### config.mk
export PLATFORM = sky130hd
export DESIGN_NAME = pio_cmd_arb_flat
export DESIGN_NICKNAME = d
export VERILOG_FILES = /design/src/rtl/pio_cmd_arb_if.sv /design/src/rtl/pio_cmd_arb.sv /design/src/flat_wrapper.sv
export SDC_FILE = /design/constraint.sdc
export NUM_CORES = 1
export LEC_CHECK = 0
export CAP_MARGIN = 20
export CORE_ASPECT_RATIO = 0.5
export CORE_MARGIN = 4
export CORE_UTILIZATION = 30
export CTS_BUF_LIST = sky130_fd_sc_hd__clkbuf_4
export DETAILED_ROUTE_END_ITERATION = 8
export GPL_TIMING_DRIVEN = 0
export PLACE_DENSITY = 0.57
export REMOVE_ABC_BUFFERS = 1
export SETUP_SLACK_MARGIN = 0.02
export SYNTH_ARGS = -nofsm -noshare
export SYNTH_HDL_FRONTEND = slang
export SYNTH_SLANG_ARGS = --single-unit
### constraint.sdc
create_clock -name wb_clk_i -period 4.2 [get_ports wb_clk_i]
set_input_delay 0.84 -clock wb_clk_i [delete_from_list [all_inputs] [get_ports wb_clk_i]]
set_output_delay 0.84 -clock wb_clk_i [all_outputs]
set_load 0.01 [all_outputs]
### src/rtl/pio_cmd_arb_if.sv
// rtl/pio_cmd_arb_if.sv - requester, response and pio command-port signals of pio_cmd_arb
interface pio_cmd_arb_if #(
    parameter int NREQ = 3
);
    logic [NREQ-1:0]    req_valid;
    logic [4*NREQ-1:0]  req_action;
    logic [2*NREQ-1:0]  req_mindex;
    logic [5*NREQ-1:0]  req_index;
    logic [32*NREQ-1:0] req_din;
    logic [NREQ-1:0]    req_lock;
    logic [NREQ-1:0]    req_ready;
    logic [NREQ-1:0]    rsp_valid;
    logic [31:0]        rsp_data;
    logic [3:0]         pio_action;
    logic [1:0]         pio_mindex;
    logic [4:0]         pio_index;
    logic [31:0]        pio_din;
    logic [31:0]        pio_dout;
    logic [3:0]         tx_full;
    logic [3:0]         rx_empty;
    logic               busy;

    // Arbiter side
    modport slave (
        input  req_valid, req_action, req_mindex, req_index, req_din, req_lock,
        input  pio_dout, tx_full, rx_empty,
        output req_ready, rsp_valid, rsp_data,
        output pio_action, pio_mindex, pio_index, pio_din, busy
    );

    // Requester / pio side
    modport master (
        output req_valid, req_action, req_mindex, req_index, req_din, req_lock,
        output pio_dout, tx_full, rx_empty,
        input  req_ready, rsp_valid, rsp_data,
        input  pio_action, pio_mindex, pio_index, pio_din, busy
    );
endinterface

### src/rtl/pio_cmd_arb.sv
// rtl/pio_cmd_arb.sv - round-robin command arbiter for one pio command port; PIO_CMD_ARB_LOCK_EN enables grant locking
module pio_cmd_arb #(
    parameter int         NREQ     = 3,
    parameter logic [3:0] ACT_IDLE = 4'd0,
    parameter logic [3:0] ACT_PUSH = 4'd4,
    parameter logic [3:0] ACT_PULL = 4'd5
) (
    input  logic         wb_clk_i,
    input  logic         wb_rst_i,
    pio_cmd_arb_if.slave bus
);
    localparam int GW = (NREQ > 1) ? $clog2(NREQ) : 1;

    typedef enum logic [1:0] {
        S_IDLE  = 2'd0,
        S_ISSUE = 2'd1,
        S_RESP  = 2'd2
    } state_t;

    state_t          r_state;
    logic [GW-1:0]   r_rr;
    logic [GW-1:0]   r_gnt;
    logic [NREQ-1:0] r_req_ready;
    logic [NREQ-1:0] r_rsp_valid;
    logic [31:0]     r_rsp_data;
    logic [3:0]      r_pio_action;
    logic [1:0]      r_pio_mindex;
    logic [4:0]      r_pio_index;
    logic [31:0]     r_pio_din;
    logic            r_busy;

    logic [NREQ-1:0] w_elig;
    logic            w_pick_found;
    logic [GW-1:0]   w_pick;
    logic [GW:0]     w_slot;
    logic [GW-1:0]   w_sel;
    logic [NREQ-1:0] w_sel_onehot;
    logic [NREQ-1:0] w_gnt_onehot;
    logic [3:0]      w_sel_action;
    logic [1:0]      w_sel_mindex;
    logic [4:0]      w_sel_index;
    logic [31:0]     w_sel_din;
    logic [GW-1:0]   w_rr_next;

    // A requester is eligible unless its push/pull targets a FIFO that cannot take it
    always_comb begin
        w_elig = '0;
        for (int i = 0; i < NREQ; i++) begin
            w_elig[i] = bus.req_valid[i]
                && !((bus.req_action[4*i +: 4] == ACT_PUSH) && bus.tx_full[bus.req_mindex[2*i +: 2]])
                && !((bus.req_action[4*i +: 4] == ACT_PULL) && bus.rx_empty[bus.req_mindex[2*i +: 2]]);
        end
    end

    // First eligible requester at or after the round-robin pointer, wrapping modulo NREQ
    always_comb begin
        w_pick_found = 1'b0;
        w_pick       = '0;
        w_slot       = '0;
        for (int k = 0; k < NREQ; k++) begin
            w_slot = {1'b0, r_rr} + (GW+1)'(k);
            if (w_slot >= (GW+1)'(NREQ)) begin
                w_slot = w_slot - (GW+1)'(NREQ);
            end
            if (!w_pick_found && w_elig[w_slot[GW-1:0]]) begin
                w_pick_found = 1'b1;
                w_pick       = w_slot[GW-1:0];
            end
        end
    end

    // Fields of the requester about to be issued: the new pick from IDLE, the held grant from RESP
    always_comb begin
        w_sel        = (r_state == S_RESP) ? r_gnt : w_pick;
        w_sel_onehot = '0;
        w_gnt_onehot = '0;
        w_sel_action = ACT_IDLE;
        w_sel_mindex = '0;
        w_sel_index  = '0;
        w_sel_din    = '0;
        for (int i = 0; i < NREQ; i++) begin
            if (w_sel == GW'(i)) begin
                w_sel_onehot[i] = 1'b1;
                w_sel_action    = bus.req_action[4*i +: 4];
                w_sel_mindex    = bus.req_mindex[2*i +: 2];
                w_sel_index     = bus.req_index[5*i +: 5];
                w_sel_din       = bus.req_din[32*i +: 32];
            end
            if (r_gnt == GW'(i)) begin
                w_gnt_onehot[i] = 1'b1;
            end
        end
    end

    assign w_rr_next = (r_gnt == GW'(NREQ - 1)) ? '0 : r_gnt + GW'(1);

`ifndef PIO_CMD_ARB_LOCK_EN
    logic w_unused_lock;
    assign w_unused_lock = ^bus.req_lock;
`endif

    // IDLE -> ISSUE -> RESP sequencer; every output is registered and defaults to its idle value
    always_ff @(posedge wb_clk_i) begin
        if (wb_rst_i) begin
            r_state      <= S_IDLE;
            r_rr         <= '0;
            r_gnt        <= '0;
            r_req_ready  <= '0;
            r_rsp_valid  <= '0;
            r_rsp_data   <= '0;
            r_pio_action <= ACT_IDLE;
            r_pio_mindex <= '0;
            r_pio_index  <= '0;
            r_pio_din    <= '0;
            r_busy       <= 1'b0;
        end else begin
            r_req_ready  <= '0;
            r_rsp_valid  <= '0;
            r_pio_action <= ACT_IDLE;
            r_pio_mindex <= '0;
            r_pio_index  <= '0;
            r_pio_din    <= '0;
            r_busy       <= 1'b0;
            case (r_state)
                S_IDLE: begin
                    if (w_pick_found) begin
                        r_gnt        <= w_pick;
                        r_req_ready  <= w_sel_onehot;
                        r_pio_action <= w_sel_action;
                        r_pio_mindex <= w_sel_mindex;
                        r_pio_index  <= w_sel_index;
                        r_pio_din    <= w_sel_din;
                        r_busy       <= 1'b1;
                        r_state      <= S_ISSUE;
                    end
                end
                S_ISSUE: begin
                    // The pio answers while the action is applied, so dout is taken at the end of ISSUE
                    r_rsp_valid <= w_gnt_onehot;
                    r_rsp_data  <= bus.pio_dout;
                    r_busy      <= 1'b1;
                    r_state     <= S_RESP;
                end
                S_RESP: begin
`ifdef PIO_CMD_ARB_LOCK_EN
                    if (bus.req_lock[r_gnt] && w_elig[r_gnt]) begin
                        // Locked requester keeps the port; pointer stays put
                        r_req_ready  <= w_sel_onehot;
                        r_pio_action <= w_sel_action;
                        r_pio_mindex <= w_sel_mindex;
                        r_pio_index  <= w_sel_index;
                        r_pio_din    <= w_sel_din;
                        r_busy       <= 1'b1;
                        r_state      <= S_ISSUE;
                    end else begin
                        r_rr    <= w_rr_next;
                        r_state <= S_IDLE;
                    end
`else
                    r_rr    <= w_rr_next;
                    r_state <= S_IDLE;
`endif
                end
                default: begin
                    r_state <= S_IDLE;
                end
            endcase
        end
    end

    assign bus.req_ready  = r_req_ready;
    assign bus.rsp_valid  = r_rsp_valid;
    assign bus.rsp_data   = r_rsp_data;
    assign bus.pio_action = r_pio_action;
    assign bus.pio_mindex = r_pio_mindex;
    assign bus.pio_index  = r_pio_index;
    assign bus.pio_din    = r_pio_din;
    assign bus.busy       = r_busy;
endmodule

### src/flat_wrapper.sv
// flat-port wrapper written by rule: the top's interface ports become plain ports
module pio_cmd_arb_flat 
#(
    parameter int         NREQ     = 3,
    parameter logic [3:0] ACT_IDLE = 4'd0,
    parameter logic [3:0] ACT_PUSH = 4'd4,
    parameter logic [3:0] ACT_PULL = 4'd5
)
  (wb_clk_i, wb_rst_i, bus_req_valid, bus_req_action, bus_req_mindex, bus_req_index, bus_req_din, bus_req_lock, bus_pio_dout, bus_tx_full, bus_rx_empty, bus_req_ready, bus_rsp_valid, bus_rsp_data, bus_pio_action, bus_pio_mindex, bus_pio_index, bus_pio_din, bus_busy);
  pio_cmd_arb_if #(.NREQ(NREQ)) bus_i ();
  input  logic wb_clk_i;
  input  logic wb_rst_i;
  input wire logic [$bits(bus_i.req_valid)-1:0] bus_req_valid;
  input wire logic [$bits(bus_i.req_action)-1:0] bus_req_action;
  input wire logic [$bits(bus_i.req_mindex)-1:0] bus_req_mindex;
  input wire logic [$bits(bus_i.req_index)-1:0] bus_req_index;
  input wire logic [$bits(bus_i.req_din)-1:0] bus_req_din;
  input wire logic [$bits(bus_i.req_lock)-1:0] bus_req_lock;
  input wire logic [$bits(bus_i.pio_dout)-1:0] bus_pio_dout;
  input wire logic [$bits(bus_i.tx_full)-1:0] bus_tx_full;
  input wire logic [$bits(bus_i.rx_empty)-1:0] bus_rx_empty;
  output wire logic [$bits(bus_i.req_ready)-1:0] bus_req_ready;
  output wire logic [$bits(bus_i.rsp_valid)-1:0] bus_rsp_valid;
  output wire logic [$bits(bus_i.rsp_data)-1:0] bus_rsp_data;
  output wire logic [$bits(bus_i.pio_action)-1:0] bus_pio_action;
  output wire logic [$bits(bus_i.pio_mindex)-1:0] bus_pio_mindex;
  output wire logic [$bits(bus_i.pio_index)-1:0] bus_pio_index;
  output wire logic [$bits(bus_i.pio_din)-1:0] bus_pio_din;
  output wire logic [$bits(bus_i.busy)-1:0] bus_busy;
  assign bus_i.req_valid = bus_req_valid;
  assign bus_i.req_action = bus_req_action;
  assign bus_i.req_mindex = bus_req_mindex;
  assign bus_i.req_index = bus_req_index;
  assign bus_i.req_din = bus_req_din;
  assign bus_i.req_lock = bus_req_lock;
  assign bus_i.pio_dout = bus_pio_dout;
  assign bus_i.tx_full = bus_tx_full;
  assign bus_i.rx_empty = bus_rx_empty;
  assign bus_req_ready = bus_i.req_ready;
  assign bus_rsp_valid = bus_i.rsp_valid;
  assign bus_rsp_data = bus_i.rsp_data;
  assign bus_pio_action = bus_i.pio_action;
  assign bus_pio_mindex = bus_i.pio_mindex;
  assign bus_pio_index = bus_i.pio_index;
  assign bus_pio_din = bus_i.pio_din;
  assign bus_busy = bus_i.busy;
  pio_cmd_arb #(.NREQ(NREQ), .ACT_IDLE(ACT_IDLE), .ACT_PUSH(ACT_PUSH), .ACT_PULL(ACT_PULL)) u_core (.wb_clk_i(wb_clk_i), .wb_rst_i(wb_rst_i), .bus(bus_i));
endmodule
# After elaboration in Yosys (flattened, before gate mapping)
# Index checks and enable logic that the tools add are counted.
dict set report totals {
  regBits 88
  inputBits 177
  out_inout_bits 82
  word_cells 121
}
dict set report op_classes {
  addsub 6
  magnitude_cmp 9
  eq_ne 13
  mux 51
  n_bitwise 3
  n_reduce_logical 28
}
# operator count
set ops {}
lappend ops {{$mux 32} 3}
lappend ops {{$eq 4x3->1 const B} 6}
lappend ops {{$mux 2} 12}
lappend ops {{$mux 1} 19}
lappend ops {{$bmux 1 s2} 9}
lappend ops {{$lt 2x3->1 const B} 6}
lappend ops {{$mux 5} 3}
lappend ops {{$logic_and 1x1->1} 14}
lappend ops {{$mux 4} 3}
lappend ops {{$logic_not 1->1} 8}
lappend ops {{$eq 2x1->1 const B} 3}
lappend ops {{$eq 2x2->1 const B} 3}
lappend ops {{$ge 3x2->1 const B} 2}
lappend ops {{$logic_not 2->1} 3}
lappend ops {{$sub 2x2->2 const B} 3}
lappend ops {{$pmux 2 s2} 1}
lappend ops {{$add 2x1->3 const B} 1}
lappend ops {{$add 2x2->3 const B} 1}
lappend ops {{$not 1->1} 3}
lappend ops {{$reduce_or 3->1} 1}
lappend ops {{$add 2x1->2 const B} 1}
lappend ops {{$ge 2x2->1 const B} 1}
lappend ops {{$ne 2x1->1 const B} 1}
lappend ops {{$pmux 1 s2} 1}
lappend ops {{other kinds (2)} 2}

# Longest topological paths before layout
# Gate-level depths: netlist of run 1.
dict set report logic_depth {
  depth_word 20
  mapped_depth 12
  depth_no_buf 9
}

# Least setup slack after synthesis of run 1
# OpenSTA, ideal clock, no wires.
dict set report synth_timing {
  kind {input-to-reg}
  start {input bus_req_action[0]}
  end {register u_core.r_pio_din[10] (netlist: u_core.bus.pio_din[10])}
  setup_time_ns 0.076
  arrival_ns 2.726
  required_ns 4.124
  path_slack_ns 1.398
  cell_stages 10
  path_buffers 3
  path_cell_list {buf_2 > mux2_2 > o22ai_1 > a31oi_1 > nor2_1 > nand4bb_1 > buf_2 > clkbuf_1 > o2111ai_1 > a21boi_0}
}
dict set report synth_between {
  elab_chain_cells 19
  word_cells_on_any_way 33
  classes_between {eq/ne (4); mux (16); bitwise (1); reduce/logical (12)}
}
# element line
set synth_rtl {}
lappend synth_rtl {{start: declaration} flat_wrapper.sv:14} ;# input wire logic [$bits(bus_i.req_action)-1:0] bus_req_action;
lappend synth_rtl {{$eq 4x3->1} pio_cmd_arb.sv:50} ;# && !((bus.req_action[4*i +: 4] == ACT_PUSH) && bus.tx_full[bus.req_mindex[2*i +: 2]])
lappend synth_rtl {{$logic_and 1x1->1} pio_cmd_arb.sv:50}
lappend synth_rtl {{$logic_not 1->1} pio_cmd_arb.sv:50}
lappend synth_rtl {{$logic_and 1x1->1} pio_cmd_arb.sv:50}
lappend synth_rtl {{$logic_and 1x1->1 (*)} pio_cmd_arb.sv:51} ;# && !((bus.req_action[4*i +: 4] == ACT_PULL) && bus.rx_empty[bus.req_mindex[2*i +: 2]]);
lappend synth_rtl {{$bmux 1 s2} pio_cmd_arb.sv:65} ;# if (!w_pick_found && w_elig[w_slot[GW-1:0]]) begin
lappend synth_rtl {{$mux 1 (implied by the code)} pio_cmd_arb.sv:65}
lappend synth_rtl {{$mux 1} pio_cmd_arb.sv:65}
lappend synth_rtl {{$logic_not 1->1} pio_cmd_arb.sv:65}
lappend synth_rtl {{$logic_and 1x1->1} pio_cmd_arb.sv:65}
lappend synth_rtl {{$mux 1} pio_cmd_arb.sv:65}
lappend synth_rtl {{$logic_not 1->1} pio_cmd_arb.sv:65}
lappend synth_rtl {{$logic_and 1x1->1} pio_cmd_arb.sv:65}
lappend synth_rtl {{$mux 2} pio_cmd_arb.sv:65}
lappend synth_rtl {{$mux 2} pio_cmd_arb.sv:74} ;# w_sel = (r_state == S_RESP) ? r_gnt : w_pick;
lappend synth_rtl {{$logic_not 2->1} pio_cmd_arb.sv:82} ;# if (w_sel == GW'(i)) begin
lappend synth_rtl {{$mux 32 (3 in series)} pio_cmd_arb.sv:82}
lappend synth_rtl {{end signal: assignment} pio_cmd_arb.sv:132} ;# r_pio_din <= w_sel_din;
lappend synth_rtl {{end: declaration} pio_cmd_arb.sv:29} ;# logic [31:0] r_pio_din;
# Every way passes the cells marked *; elsewhere a longest branch is shown, timed or not. The select of a mux whose other input is x is not followed.
# A chain may end at the register's enable or synchronous reset.

# Final worst setup path of run 1
dict set report layout_timing {
  start {input bus_req_action[0]}
  end {register u_core.r_pio_din[2] (netlist: u_core.bus.pio_din[2])}
}
# Same word-level chain as after synthesis.

==> summary.md, run 1 <==
| Metric | Value |
|---|---|
| Status | `finished clean` |
| First-pass GRT wire length | `about 35 mm` |
| Final routed wire length divided by cell count | `between 15 and 20 um` |
| Finish-stage setup viols | `0` |
| Slew of the pin with the lowest slew margin | `between 1000 and 1500 ps` |
| Power per standard cell area | `approximately 280 nW/um^2` |
| Number of register bits inferred by synthesis | `just under 90` |
| Met3 Wirelength | `1.333 mm` |
| Overall routed net length | `between 20 and 25 mm` |
| Length of routed wiring on met1 | `slightly below 10 mm` |
| Ranking of synthesized cells by area | `dfxtp_1 (30%), nand2_1 (7.6%), a21oi_1 (6.7%)` |
| Number of remaining DRC errors | `0` |
| Post-route clock period utilization | `0.9254` |
| Primary flip-flop cell chosen by synthesis mapping | `dfxtp_1` |
| Final count of hold timing violations | `0` |
| Antenna violations before repair | `0` |
| Tightest slew margin relative to the limit | `0.3273` |
| Post-synth top area share | `0.2968` |
| Post-layout min period | `slightly below 4000 ps` |
| Total negative slack for setup checks | `0 ps` |
| Cell area after layout | `slightly below 9000 um^2` |
| Instance area at placement | `8798 um^2` |
| Clock buffer depth | `2` |
| Floorplan die width | `206.9 um` |
| Kind of critical path | `in2reg` |
| Most instantiated library cell after synthesis | `nand2_1` |
| Iteration-0 DRC count of the detailed router | `519` |
| Count of instances resized after the clock tree is built | `0` |
| Synth Instances | `roughly 760` |
| Yosys synthesis warning count | `0` |
| Number of flops mapped to enable cells by yosys | `0` |
| First-pass iteration count of the detailed router | `6` |
| Placement Setup Slack | `-146.6 ps` |
| Highest fanout seen on the critical path | `45` |
| Mean post-synth cell area | `between 7 and 8 um^2` |
| Worst Hold Class | `reg2reg` |
| I/O pin count | `around 260` |
| Cts bufs inserted | `9` |
| Vertical die dimension | `~110 um` |
| Max-cap violation count | `0` |
| Count of pins over their slew limit | `0` |
| Detailed-routed wire length on met2 | `between 10 and 15 mm` |
| Sequential share of the synthesized area | `0.2968` |
| Hold bufs inserted after CTS | `0` |
| Leakage power summed over all cells | `between 2 and 3 nW` |
| Core Footprint | `19460 um^2` |
| Starting utilization of the core area | `0.3050` |
| Clk pin slew, worst setup/hold paths | `between 150 and 200 ps` |
| Largest voltage drop on the vdd net | `~0.00012 V` |
| CTS tree | `built` |
| Clock tree root buffer cell | `clkbuf_4` |
| Max Clk Rate | `0.2573 GHz` |
| Top layer used by detailed routing | `met4` |
| Via count of the first global-routing pass | `roughly 6300` |
| Required time worst endpoint | `4590 ps` |
| Clock tree skew after final layout | `~15 ps` |
| Commonest cells post-synth | `nand2_1 (120), dfxtp_1 (88), a21oi_1 (80), clkbuf_1 (66), nand2b_1 (54)` |
| H-tree depth | `3` |
| Slack of the critical path | `~310 ps` |
| CP endpoint kind | `flop` |
| FP Rows | `36` |
| Total number of clock tree sinks | `slightly below 90` |
| Post-Syn Area | `between 5000 and 6000 um^2` |
| Number of vias in the routed layout | `6675` |
| Number of nets with antenna violations after detailed routing | `0` |
| Share of async-settable or async-resettable flops after synthesis | `0` |
| Clk_lat worst skew | `about 470 ps` |
| Gpl congestion | `about 0.75` |
| Net count, final | `approximately 1100` |
| Non-filler instance count after layout | `about 1200` |
| Port-buffer cells | `~260` |
| Pin count of the biggest net entering global routing | `105` |
| Total half-perimeter wirelength after legalization and detailed placement | `15.78 mm` |
| Area overhead of the layout relative to synthesis | `50.34%` |
| Via density per instance | `~5.5` |
| Number of antenna cells inserted | `0` |
| Placed cells | `between 1000 and 1500` |
| Die Footprint | `about 22000 um^2` |
| GRT Resource Usage Total | `0.1933` |
| Critical path data arrival time | `about 4300 ps` |
| Final core occ | `0.4586` |
| Overflow left after global routing | `0` |
| Post-CTS Setup Repair Bufs | `0` |
| Layout cell share with drive strength beyond 1 | `0.1056` |
| Register-to-register path setup slack | `~730 ps` |
| RSZ-0062 raised after global routing | `no` |
| Largest area contributor in the synthesized netlist | `dfxtp_1` |
| Kind of launch point of the worst setup path | `input pin` |
| Yosys cell types | `between 40 and 50` |
-- critical path, stage by stage --
cell and delay, ps:
clkdlybuf4s50_1 660, mux2_2 390, o22ai_1 270, a31oi_1 180
nor2_4 780, nand4bb_4 740, o2111ai_1 180, a21boi_0 200
-- worst paths after layout --
kind                           start                       to  cells after the start
max                bus_req_action[0]    u_core.bus.pio_din[2]                      8
min          u_core.bus.rsp_data[21]  u_core.bus.rsp_data[21]                      2
max reg2reg           u_core.r_rr[0]  u_core.bus.pio_index[1]                     10
min reg2reg  u_core.bus.rsp_data[21]  u_core.bus.rsp_data[21]                      2
-- sequential cells by signal (all words and copies together), names as in the netlist --
signal,count
u_core.bus.rsp_data,32
u_core.r_state,2
u_core.bus.pio_index,5
u_core.bus.rsp_valid,3
u_core.bus.pio_action,4
u_core.bus.req_ready,3
u_core.r_rr,2
u_core.bus.busy,1
u_core.r_gnt,2
u_core.bus.pio_din,32
u_core.bus.pio_mindex,2
-- cell usage in the layout (no fill, tap or decap), drive strengths merged, types with 2 or more instances in the layout --
master         instances
clkbuf                10
nor3                   2
o221ai                 2
mux2                  10
nor2b                  2
o41ai                  2
a31oi                 44
clkdlybuf4s50        254
a21oi                 80
nand2                120
nand2b                54
ha                     2
o31ai                  4
o2111ai               43
o22ai                  6
a21boi                43
inv                    6
nor2                  13
or2                    2
nand4b                43
nor4                   2
nand3b                44
buf                   16
nor4b                  3
clkinv                 3
a31o                  43
dfxtp                 88
-- power breakdown --
part | switching, W | internal, W | total [W] | leakage, nW
logic | 0.000481 | 0.000582 | 0.00106 | 2.11
clock network | 0.000351 | 0.000137 | 0.000488 | 0.0719
registers | 0.0000549 | 0.000921 | 0.000976 | 0.721
total | 0.000887 | 0.00164 | 0.00253 | 2.90
-- cells by family after synthesis --
logic type | synth area share
fa+ha+maj | 0.004215
simple gates | 0.2818
buf+inv | 0.06577
compound gates | 0.3269
mux | 0.02445
flops | 0.2968
-- stage by stage --
| step | hold slack, ps | total power (W) |
|---|---|---|
| CTS | 467.2 | 0.002566 |
| global placement | 441.9 | 0.002005 |
| finish | 463.8 | 0.002527 |
| floorplan | 442.5 | 0.001502 |
| detailed placement | 446.5 | 0.002061 |
| global route | 481.2 | 0.002691 |
-- routing by layer --
metal  vias to the layer above  global-route usage
li1                       3227                   -
met1                      3218              0.2510
met2                       200              0.3289
met3                        30             0.04004
met4                         0             0.04995
met5                         -                   0
-- layout make-up --
| cell class | instances | area, um^2 |
|---|---|---|
| Clock buffer | 10 | 75.07 |
| Clock inverter | 6 | 50.05 |
| Fill cell | 1945 | 10540 |
| Inverter | 3 | 11.26 |
| Multi-Input combinational cell | 579 | 3837 |
| Sequential cell | 88 | 1765 |
| Tap cell | 266 | 332.8 |
| Timing Repair Buffer | 270 | 2851 |
Power figures use the tool's default switching activity.
==> run 2, diff against run 1 <==
--- a/config.mk
+++ b/config.mk
@@ -13,7 +13,6 @@
 export DETAILED_ROUTE_END_ITERATION = 8
 export GPL_TIMING_DRIVEN = 0
 export PLACE_DENSITY = 0.57
-export REMOVE_ABC_BUFFERS = 1
 export SETUP_SLACK_MARGIN = 0.02
 export SYNTH_ARGS = -nofsm -noshare
 export SYNTH_HDL_FRONTEND = slang
==> summary.md, run 2 (synthesis results as in run 1) <==
| Metric | Value |
|---|---|
| Gpl congestion | `about 0.86` |
| Number of nets in the synthesized netlist | `940` |
| Total of fill cells in the finished design | `about 2000` |
| Total half-perimeter wirelength after legalization and detailed placement | `a little under 20 mm` |
| Overall routed net length | `25.57 mm` |
| Port-buffer cells | `around 250` |
| Core Footprint | `19460 um^2` |
| Clock buffer depth | `2` |
| Final routed wire length divided by cell count | `around 20 um` |
| Most common library cell in the layout ignoring fill and taps | `clkdlybuf4s50_1` |
| Count of pins over their slew limit | `0` |
| Post-CTS Setup Repair Bufs | `0` |
| Post-layout min period | `about 3500 ps` |
| FP Rows | `36` |
| Cts bufs inserted | `9` |
| Number of vias in the routed layout | `roughly 7100` |
| Largest voltage drop on the vdd net | `roughly 0.00018 V` |
| Number of remaining DRC errors | `0` |
| Via count of the first global-routing pass | `between 6000 and 7000` |
| Clk pin slew, worst setup/hold paths | `150 ps` |
| Tightest slew margin relative to the limit | `0.4994` |
| CP endpoint kind | `flop` |
| RSZ-0062 raised after global routing | `no` |
| CTS tree | `built` |
| Overflow left after global routing | `0` |
| Hold bufs inserted after CTS | `0` |
| Max Clk Rate | `between 0.2 and 0.3 GHz` |
| Instance area at placement | `about 8800 um^2` |
| Starting utilization of the core area | `0.3050` |
| GRT Resource Usage Total | `0.2212` |
| Met3 Wirelength | `about 2 mm` |
| Via density per instance | `5.460` |
| H-tree depth | `3` |
| Register-to-register path setup slack | `between 900 and 1000 ps` |
| Top layer used by detailed routing | `met4` |
| Power per standard cell area | `approximately 290 nW/um^2` |
| Clock tree skew after final layout | `30.76 ps` |
| Number of nets with antenna violations after detailed routing | `0` |
| Highest fanout seen on the critical path | `10` |
| Number of cells traversed by the worst hold path | `2` |
| Reg2Reg Capture Point | `u_core.bus.pio_din[1]` |
| Clock tree root buffer cell | `clkbuf_4` |
| Kind of launch point of the worst setup path | `input pin` |
| Die Footprint | `around 22000 um^2` |
| Slew of the pin with the lowest slew margin | `744.5 ps` |
| Floorplan die width | `slightly above 200 um` |
| Net count, final | `between 1000 and 1500` |
| First-pass iteration count of the detailed router | `5` |
| Leakage power summed over all cells | `a little under 3 nW` |
| Finish-stage setup viols | `0` |
| Iteration-0 DRC count of the detailed router | `between 500 and 600` |
| Critical path data arrival time | `slightly below 4000 ps` |
| Endpoint of the worst hold path | `u_core.bus.rsp_data[21]` |
| Layout cell share with drive strength beyond 1 | `0.09311` |
| Max-cap violation count | `0` |
| Required time worst endpoint | `between 4000 and 5000 ps` |
| Worst flop-to-flop path startpoint | `u_core.r_rr[0]` |
| Final count of hold timing violations | `0` |
| Cell area after layout | `8952 um^2` |
| Vertical die dimension | `107.5 um` |
| I/O pin count | `around 260` |
| Total negative slack for setup checks | `0 ps` |
| Hold Path Origin | `u_core.bus.rsp_data[21]` |
| Path depth of the worst reg2reg path | `11` |
| Status | `finished clean` |
| Pin count of the biggest net entering global routing | `16` |
| Count of instances resized after the clock tree is built | `0` |
| Kind of critical path | `in2reg` |
| Area overhead of the layout relative to synthesis | `50.82%` |
| Length of routed wiring on met1 | `approximately 11 mm` |
| Detailed-routed wire length on met2 | `~12 mm` |
| Worst Hold Class | `reg2reg` |
| Total number of clock tree sinks | `roughly 90` |
| Most frequent cells in the layout | `clkdlybuf4s50_1 (254), nand2_1 (120), dfxtp_1 (88)` |
| Post-route clock period utilization | `0.8255` |
| Antenna violations before repair | `1` |
| Clk_lat worst skew | `~500 ps` |
| First-pass GRT wire length | `38.90 mm` |
-- run 2: cell count changes in the layout (fill, tap and decap cells not counted), moves of 3 or more --
cell	change
buf_1	+4
buf_12	-4
buf_16	-5
buf_2	+17
buf_8	-5
clkbuf_1	+66
clkinv_4	-3
-- run 2: metal layers --
| metal | global-route usage | vias to the layer above |
|---|---|---|
| met4 | 0.06032 | 0 |
| met1 | 0.3005 | 3415 |
| met2 | 0.3462 | 260 |
| met5 | 0 | - |
| li1 | - | 3379 |
| met3 | 0.06051 | 38 |
-- run 2: worst max-delay path, stage by stage --
cell	delay [ps]
clkdlybuf4s50_1	580
nand2b_1	230
o22ai_1	290
a31oi_1	150
nor2_1	520
nand4bb_1	210
buf_2	230
clkbuf_1	460
o2111ai_1	150
a21boi_0	210
-- run 2: worst max path at each step --
stage	slack (ps)	depth (start not counted)	end	start
floorplan	1400	10	u_core.bus.pio_din[10]	bus_req_action[0]
global route	500	10	u_core.bus.pio_din[11]	bus_req_mindex[1]
detailed placement	210	10	u_core.bus.pio_din[10]	bus_req_mindex[1]
global placement	320	10	u_core.bus.pio_din[28]	bus_req_mindex[3]
CTS	780	10	u_core.bus.pio_din[10]	bus_req_mindex[1]
finish	730	10	u_core.bus.pio_din[11]	bus_req_mindex[1]
-- run 2: report_power, final --
| group | total [W] | internal, W | switching (W) |
|---|---|---|---|
| registers | 0.000957 | 0.000921 | 0.0000361 |
| logic | 0.00110 | 0.000560 | 0.000543 |
| clock network | 0.000531 | 0.000183 | 0.000348 |
| total | 0.00259 | 0.00166 | 0.000926 |
-- run 2: cell type report --
type / count / area [um^2] / area share
clock buffers: 9 / 67.56 / 0.007547
flip-flops and latches: 88 / 1762 / 0.1968
clock inverters: 7 / 68.82 / 0.007687
plain buffers: 91 / 379.1 / 0.04235
inverters: 3 / 11.26 / 0.001258
repair buffers: 254 / 2542 / 0.2840
multi-input cells: 579 / 3784 / 0.4226
diodes: 2 / 5.005 / 0.0005590
well taps: 266 / 332.8 / 0.03718
-- run 2: metrics by stage --
step | worst slack (ps) | cells | utilization | hold WS [ps] | total power (W)
5_1_grt | 495.4 | 1298 | 0.4599 | 478.7 | 0.002750
4_1_cts | 776.5 | 1297 | 0.4598 | 465.8 | 0.002615
2_1_floorplan | 1398 | 761 | - | 448.6 | 0.001536
3_3_place_gp | 321.8 | 1281 | 0.4528 | 441.1 | 0.002061
3_5_place_dp | 208.3 | 1281 | 0.4528 | 448.4 | 0.002072
6_report | 732.8 | 1299 | 0.4601 | 465.1 | 0.002591
==> run 3, diff against run 2 <==
--- a/config.mk
+++ b/config.mk
@@ -12,7 +12,7 @@
 export CTS_BUF_LIST = sky130_fd_sc_hd__clkbuf_4
 export DETAILED_ROUTE_END_ITERATION = 8
 export GPL_TIMING_DRIVEN = 0
-export PLACE_DENSITY = 0.57
+export PLACE_DENSITY = 0.6
 export SETUP_SLACK_MARGIN = 0.02
 export SYNTH_ARGS = -nofsm -noshare
 export SYNTH_HDL_FRONTEND = slang
==> constraint.sdc (replaced) <==
create_clock -name wb_clk_i -period 2.9 [get_ports wb_clk_i]
set_input_delay 0.58 -clock wb_clk_i [delete_from_list [all_inputs] [get_ports wb_clk_i]]
set_output_delay 0.58 -clock wb_clk_i [all_outputs]
set_load 0.01 [all_outputs]
==> summary.md, run 3 (synthesis results as in run 1) <==
| Metric | Value |
|---|---|
| Status | `finished clean` |
| Met1 track demand over resource in global routing | `0.3040` |
| Highest fanout seen on the critical path | `10` |
| Number of remaining DRC errors | `0` |
| CP endpoint kind | `flop` |
| Overall routed net length | `25.41 mm` |
| Share of total power in sequential cells | `0.374` |
| Pin count of the biggest net entering global routing | `17` |
| Crit path top cell by count | `o31ai_4` |
| Number of nets in the synthesized netlist | `940` |
| Critical path data arrival time | `around 3100 ps` |
| Tightest slew margin relative to the limit | `0.5577` |
| Most common library cell in the layout ignoring fill and taps | `clkdlybuf4s50_1` |
| Floorplan die width | `approximately 210 um` |
| GR Util met2 | `0.3506` |
| Clk_lat worst skew | `between 400 and 500 ps` |
| I/O pin count | `259` |
| Top Usage Layer GRT | `met2` |
| Most frequent cells in the layout | `clkdlybuf4s50_1 (251), nand2_1 (120), dfxtp_1 (87)` |
| Post-route clock period utilization | `0.9389` |
| Tot Pwr | `around 0.0037 W` |
| Part of the power in combinational logic | `0.441` |
| Met3 capacity usage during global routing | `0.05027` |
| Vertical die dimension | `roughly 110 um` |
| Die Footprint | `22240 um^2` |
| Minimum hold slack | `approximately 460 ps` |
| Power per standard cell area | `407.7 nW/um^2` |
| Net count, final | `about 1200` |
| Starting utilization of the core area | `0.3050` |
| Clock network power share | `0.184` |
| First-pass GRT wire length | `a little under 40 mm` |
| Final count of hold timing violations | `0` |
| Non-filler instance count after layout | `1300` |
| Overflow left after global routing | `0` |
| Max-cap violation count | `0` |
| Count of pins over their slew limit | `0` |
| Via count of the first global-routing pass | `roughly 7000` |
| Clock buffer depth | `2` |
| FP Rows | `36` |
| CTS tree | `built` |
| Placed cells | `between 1000 and 1500` |
| Slew of the pin with the lowest slew margin | `663.5 ps` |
| Post-layout min period | `roughly 2700 ps` |
| Clock tree skew after final layout | `~18 ps` |
| Max Clk Rate | `between 0.3 and 0.4 GHz` |
| Delay of the slowest cell on the worst path | `roughly 600 ps` |
| Total number of clock tree sinks | `slightly below 90` |
| Total half-perimeter wirelength after legalization and detailed placement | `between 15 and 20 mm` |
| Kind of critical path | `in2reg` |
| Leakage power summed over all cells | `3.013 nW` |
| First-pass iteration count of the detailed router | `5` |
| H-tree depth | `3` |
| Number of nets with antenna violations after detailed routing | `0` |
| Iteration-0 DRC count of the detailed router | `430` |
| Area overhead of the layout relative to synthesis | `52.97%` |
| Internal | `between 0.002 and 0.0025 W` |
| Core Footprint | `19460 um^2` |
| Gpl congestion | `between 0.9 and 1` |
| Reg area | `approximately 1800 um^2` |
| Clk pin slew, worst setup/hold paths | `150 ps` |
| Total buffers and inverters traversed by the critical path | `3` |
| GRT Resource Usage Total | `0.2209` |
| Worst Hold Class | `reg2reg` |
| Final routed wire length divided by cell count | `just under 20 um` |
| Largest voltage drop on the vdd net | `approximately 0.00021 V` |
| Cell family contributing the most delay on the critical path | `compound AO/OA/AOI/OAI gates` |
| Crit path cell chain | `clkdlybuf4s50_1 > mux4_2 > nor2_4 > o31ai_4 > o221ai_1 > o31ai_4 > buf_12 > clkbuf_4 > o2111ai_1 > a21boi_0` |
| Fraction of power spent switching nets | `0.3604` |
| Clock tree root buffer cell | `clkbuf_4` |
| Total of fill cells in the finished design | `~1900` |
| Total negative slack for setup checks | `0 ps` |
| RSZ-0062 raised after global routing | `no` |
| Cell with the largest stage delay on the worst path | `clkdlybuf4s50_1` |
| Kind of launch point of the worst setup path | `input pin` |
| Finish-stage setup viols | `0` |
| Cts bufs inserted | `9` |
| Area of the multi-input gates | `just under 4000 um^2` |
| Antenna violations before repair | `0` |
| Required time worst endpoint | `around 3300 ps` |
| Layout cell share with drive strength beyond 1 | `0.1220` |
| Port-buffer cells | `254` |
| Number of vias in the routed layout | `roughly 7100` |
| Via density per instance | `between 5 and 6` |
| Sw Pwr | `approximately 0.0013 W` |
## run 3: changes by cell type in the layout (fill, tap and decap cells not counted), moves of 2 or more
cell	previous run	this run
clkbuf_1	66	50
clkbuf_2	0	12
buf_4	2	8
buf_2	18	13
clkbuf_4	9	13
clkdlybuf4s50_1	254	251
o22ai_1	6	3
o22ai_2	0	3
clkinv_1	2	0
clkinvlp_4	0	2
dlymetal6s2s_1	0	2
nor2_4	0	2
## run 3: area by class of cell
type | count | share of cell area
plain buffers | 87 | 0.04354
repair buffers | 260 | 0.2868
well taps | 266 | 0.03665
diodes | 1 | 0.0002756
clock buffers | 10 | 0.008268
clock inverters | 6 | 0.005512
inverters | 3 | 0.001240
flip-flops and latches | 88 | 0.1942
multi-input cells | 579 | 0.4236
## run 3: metal layers
metal | vias up | part of all wire
met4 | 0 | 0.024
met1 | 3440 | 0.45
met5 | - | 0
met2 | 250 | 0.46
met3 | 45 | 0.067
li1 | 3383 | -
## run 3: worst reg2reg max path, stage by stage (launching register included)
cell      delay [ps]
dfxtp_2          370
inv_1             50
ha_2             340
a21bo_2          250
o41ai_1          400
a21oi_1          100
o311a_4          190
buf_4            150
clkbuf_2         180
nand3b_1         190
a31o_2           230
a21boi_0         190
## run 3: final timing paths
path	from	to	slack [ps]	depth (start not counted)
worst max-delay path	bus_req_action[4]	u_core.bus.pio_mindex[1]	180	10
worst min-delay path	u_core.bus.rsp_data[0]	u_core.bus.rsp_data[0]	460	2
worst max register to register	u_core.r_rr[0]	u_core.bus.pio_din[8]	190	11
worst min register to register	u_core.bus.rsp_data[0]	u_core.bus.rsp_data[0]	460	2
## run 3: repair_timing
action | 4_1_cts | 5_1_grt
hold buffers | 0 | 0
pin swaps | 3 | 3
resized for setup | 18 | 20
endpoints found under the setup margin | 45 | 46
buffers inserted | 6 | 0
## run 3: power groups by stage
stage | combinational, W | clock [W] | sequential, W
global route | 0.00176 | 0.000772 | 0.00140
detailed placement | 0.00158 | 0 | 0.00141
CTS | 0.00162 | 0.000728 | 0.00139
global placement | 0.00157 | 0 | 0.00141
floorplan | 0.000759 | 0 | 0.00147
finish | 0.00163 | 0.000683 | 0.00139
## run 3: metrics by stage
stage | area, um^2 | setup slack (ps) | utilization
floorplan | 5936 | 358.4 | -
global placement | 8811 | -715.9 | 0.4528
detailed placement | 8811 | -716.5 | 0.4528
CTS | 9030 | 26.80 | 0.4641
global route | 9077 | 24.20 | 0.4665
finish | 9080 | 177.3 | 0.4666
